### config.mk
export PLATFORM = sky130hd
export DESIGN_NAME = srl_rr_arbiter_16
export DESIGN_NICKNAME = d
export VERILOG_FILES = /design/src/rtl/srl_rr_arbiter_16.sv
export SDC_FILE = /design/constraint.sdc
export NUM_CORES = 1
export LEC_CHECK = 0
export CAP_MARGIN = 40
export CORE_MARGIN = 1
export CORE_UTILIZATION = 37
export CTS_CLUSTER_SIZE = 28
export DETAILED_ROUTE_END_ITERATION = 7
export PLACE_DENSITY = 0.62
export SLEW_MARGIN = 0
export SYNTH_ARGS = -nofsm -noshare
export SYNTH_HDL_FRONTEND = slang
export SYNTH_SLANG_ARGS = --single-unit
### constraint.sdc
create_clock -name clk -period 5.6 [get_ports clk]
set_input_delay 1.68 -clock clk [delete_from_list [all_inputs] [get_ports clk]]
set_output_delay 1.68 -clock clk [all_outputs]
set_load 0.05 [all_outputs]
### src/rtl/srl_rr_arbiter_16.sv
// Round-robin arbiter and select sequencer for the 16:1 serial mux.
// Grants one source at a time for a bounded burst, back-to-back.
module srl_rr_arbiter_16 #(
    parameter int BURST_LEN = 8,
    parameter int CNT_W     = 8
) (
    input  logic        clk,
    input  logic        rst_n,
    input  logic [15:0] req,
    input  logic        enable,
    output logic [3:0]  sel,
    output logic [15:0] grant,
    output logic        active,
    output logic        last
);

    typedef enum logic {
        IDLE  = 1'b0,
        GRANT = 1'b1
    } state_t;

    localparam logic [CNT_W-1:0] CNT_LOAD = CNT_W'(BURST_LEN - 1);

    state_t           state;
    state_t           state_nx;
    logic [3:0]       ptr;
    logic [3:0]       ptr_nx;
    logic [CNT_W-1:0] cnt;
    logic [CNT_W-1:0] cnt_nx;
    logic [3:0]       sel_nx;
    logic [15:0]      grant_nx;

    logic [3:0]       base;
    logic [15:0]      rot;
    logic [3:0]       off;
    logic [3:0]       win;
    logic             found;
    logic             start;
    logic             end_burst;

    // Circular priority search; at a burst end it starts just past the holder.
    always_comb begin
        base  = (state == GRANT) ? sel + 4'd1 : ptr;
        rot   = (req >> base) | (req << (5'd16 - {1'b0, base}));
        off   = 4'd0;
        for (int i = 15; i >= 0; i--) begin
            if (rot[i]) off = 4'(i);
        end
        win       = base + off;
        found     = |req;
        start     = found && enable;
        end_burst = (cnt == '0) || !req[sel];
    end

    // Next-state and next-register decode.
    always_comb begin
        state_nx = state;
        ptr_nx   = ptr;
        cnt_nx   = cnt;
        sel_nx   = sel;
        grant_nx = grant;
        unique case (state)
            IDLE: begin
                grant_nx = '0;
                if (start) begin
                    sel_nx   = win;
                    grant_nx = 16'd1 << win;
                    cnt_nx   = CNT_LOAD;
                    state_nx = GRANT;
                end
            end
            GRANT: begin
                if (!end_burst) begin
                    cnt_nx = cnt - 1'b1;
                end else begin
                    ptr_nx = sel + 4'd1;
                    if (start) begin
                        sel_nx   = win;
                        grant_nx = 16'd1 << win;
                        cnt_nx   = CNT_LOAD;
                    end else begin
                        grant_nx = '0;
                        state_nx = IDLE;
                    end
                end
            end
            default: begin
                grant_nx = '0;
                state_nx = IDLE;
            end
        endcase
    end

    // State, pointer, counter and select registers.
    always_ff @(posedge clk or negedge rst_n) begin
        if (!rst_n) begin
            state <= IDLE;
            ptr   <= 4'd0;
            cnt   <= '0;
            sel   <= 4'd0;
            grant <= '0;
        end else begin
            state <= state_nx;
            ptr   <= ptr_nx;
            cnt   <= cnt_nx;
            sel   <= sel_nx;
            grant <= grant_nx;
        end
    end

    // Status flags decoded from registers only.
    always_comb begin
        active = (state == GRANT);
        last   = active && (cnt == '0);
    end

endmodule

==> results.md <==
- First-pass GRT wire length: 19900 um
- Site Rows: 35
- GR Util All Layers: 24.6%
- Clock Sinks: 33
- Core area: 9420 um2
- Syn Inst Count: 447
- Critical Path Start Type: primary input
- Vias in the first global route: 3917
- H-tree levels: 2
- Clk_lat worst skew: roughly 0.28 ns
- Detail Route Antenna Nets: 0
- Distinct cells, synth: 81
- Critical Path RT: 5.77 ns
- Met1 WL: approximately 5400 um
- Final core utilization: between 40% and 50%
- Worst-margin pin slew: 0.714 ns
- Layout Skew: 0.00341 ns
- FFs w/ async S/R, synth: 100%
- Number of antenna violations at the first check in global routing: 0
- Seq/Total Area, Yosys: 22.5%
- WL met2: between 5000 and 6000 um
- # diodes: 0
- Worst Path Arrival: 5.55 ns
- Status: finished clean
- Root Buffer: clkbuf_8
- Clock edge transition at the registers on the reported setup and hold paths: 0.07 ns
- Critical Path Sink Type: flip-flop
- Initial DRC count: around 420
- Synth Flop Type: dfrtp_1
- GP Congestion: 0.987
- Mapped cell area: 3670 um2
- Worst Reg2Reg Path Length in Cells: 17
- Fin nets: 540
- Die width: 102 um
- Max FO, Critical Path: 8
- Tmin final: 5.38 ns
- Via/cell ratio: 6.32
- Final wirelength: 12300 um
- Layout cells sized above 1: 20.2%
- Final hold viol count: 0
- Starting Density: approximately two fifths
- Synth Warn #: 0
- Port Buffer Count: 40
- Synth top area cells: dfrtp_1, mux4_2, nand3_1
- Cts bufs inserted: 5
- Metal3 WL: 915 um
- Clock Path Buffers: 2
- Total gr overflow: 0
- Final Max Tran Viols: 0
- Drt first pass iters: 5
- Detailed placement HPWL: 9180 um
- Die H: 102 um
- Seq cells post-synth: 33
- Hold depth: 1
- Top Metal Used: met4
- Wire per inst: between 15 and 20 um
- Largest area contributor in the netlist: dfrtp_1
- Post-synth EDFFs: 0
- Layout area overhead: 24.6%
- Max Fclk: 186 MHz
- IO Count: 41
- Net Count, Synth: 472
- Vias after detailed routing: 4074
- Die area: just over 10000 um2
- Maxcap violations: 0
- Hold Crit Class: flip-flop to flip-flop
- Final setup fails: 0
- Drc violations: 0
- Fin crit share: 96.1%
- Syn avg cell area: 8.20 um2
- Slew margin rel.: 52.2%
- Largest net degree at the start of global routing: 34
- CTS tree: yes
- CTS Hold Buffers Added: 0
- Critical path type: primary input to flip-flop
- Synth top area share: 22.5%
## state kept, by name (all words and copies together) (netlist names)
register and count:
grant 16, ptr 4, sel 4, active 1
cnt 8
## synth_stat cells, drive strengths merged (2+ instances only)
library cell and instances:
o21ai 36, mux4 11, o31ai 3, xnor2 8
mux2i 13, a21boi 4, nor3b 2, a21o 6
o221a 2, nand3 40, a22o 2, a32oi 7
nor2b 4, buf 22, a21oi 38, a211o 2
dfrtp 33, o211ai 7, a221oi 2, nand2b 2
o221ai 2, ha 5, and3 6, a32o 16
nor3 17, or3 5, o2bb2ai 2, nor2 25
a211oi 6, xor2 3, clkbuf 8, nor4 5
nand4 4, nand2 44, o32ai 5, a31oi 5
or2 3, and2 10, mux2 2, inv 13
## layout by cell type (no fill, tap or decap), types with 3 or more instances in the layout
cell type and count:
buf_4 49, nand2_1 42, nand3_1 40, clkdlybuf4s50_1 40
a21oi_1 35, dfrtp_1 33, o21ai_0 30, nor2_1 24
nor3_1 16, a32o_1 16, inv_1 11, mux4_2 11
mux2i_1 11, and2_1 10, a21o_1 6, o211ai_1 6
a32oi_1 6, xnor2_1 5, or3_1 5, o21ai_1 5
a31oi_1 5, nor4_1 5, ha_1 5, clkbuf_8 5
xnor2_2 4, nor2b_1 4, and3_1 4, a211oi_1 4
o32ai_1 4, o31ai_1 3, a21oi_2 3, a21boi_0 3
## through the flow
stage | cells | hold WS (ns) | setup TNS, ns | worst slack, ns | instance area, um2
2_1_floorplan | 447 | 0.466 | 0 | 0.650 | 3670
3_3_place_gp | 634 | 0.486 | 0 | 0.000968 | 4420
3_5_place_dp | 635 | 0.485 | -0.456 | -0.0379 | 4440
4_1_cts | 643 | 0.506 | 0 | 0.194 | 4530
5_1_grt | 645 | 0.523 | -0.00639 | -0.00340 | 4570
6_report | 645 | 0.506 | 0 | 0.217 | 4570
## final timing paths
check,slack [ns],startpoint,endpoint
max,0.22,req[13],grant[15]
min,0.51,grant[12],grant[12]
max reg2reg,0.52,sel[1],grant[15]
min reg2reg,0.51,grant[12],grant[12]
max in group asynchronous,3.50,rst_n,grant[1]
min in group asynchronous,1.80,rst_n,grant[4]
## what timing repair did
item,in CTS,in global routing
setup endpoints to repair,0,17
gates resized for setup,0,4
buffers inserted,0,1
## layout make-up
cell class              instances  area, um2
inverters                      14       55.1
flip-flops and latches         33        826
clock buffers                   5       68.8
well taps                     129        161
clock inverters                 3       17.5
repair buffers                 90        783
multi-input cells             371       2660
fillers                       902       4850
## worst max-delay path: stages
cell and delay [ns]:
clkdlybuf4s50_1 0.54, mux2_2 0.32, o21ai_0 0.21, a221oi_1 0.13, nor3_1 0.16, buf_4 0.15, o32ai_1 0.08, nor2_1 0.19
a31oi_1 0.14, o221a_2 0.28, nor3b_2 0.20, ha_1 0.26, a21o_1 0.16, a21oi_1 0.23, xnor2_2 0.18, xor2_2 0.20
buf_4 0.18, a32o_1 0.26
## logic make-up (layout without fill, tap and decap cells)
logic type	after synthesis	in the layout	synth area share [%]
AND/OR/NAND/NOR	173	173	24.6
flip-flops	33	33	22.5
buffers and inverters	44	112	6.00
AO/OA/AOI/OAI	154	154	30.3
multiplexers	26	26	11.1
adder cells (fa/ha/maj)	6	6	2.25
XOR/XNOR	11	12	3.24
## routing by layer
metal  global-route usage (%)  up-vias
met5                        0        -
met4                     11.0        0
met3                     3.11       35
met2                     38.7      215
met1                     33.7     1970
li1                         -     1854
Power is not shown: default switching activity piles up to over one toggle a cycle in this logic, so the estimate is an artifact.
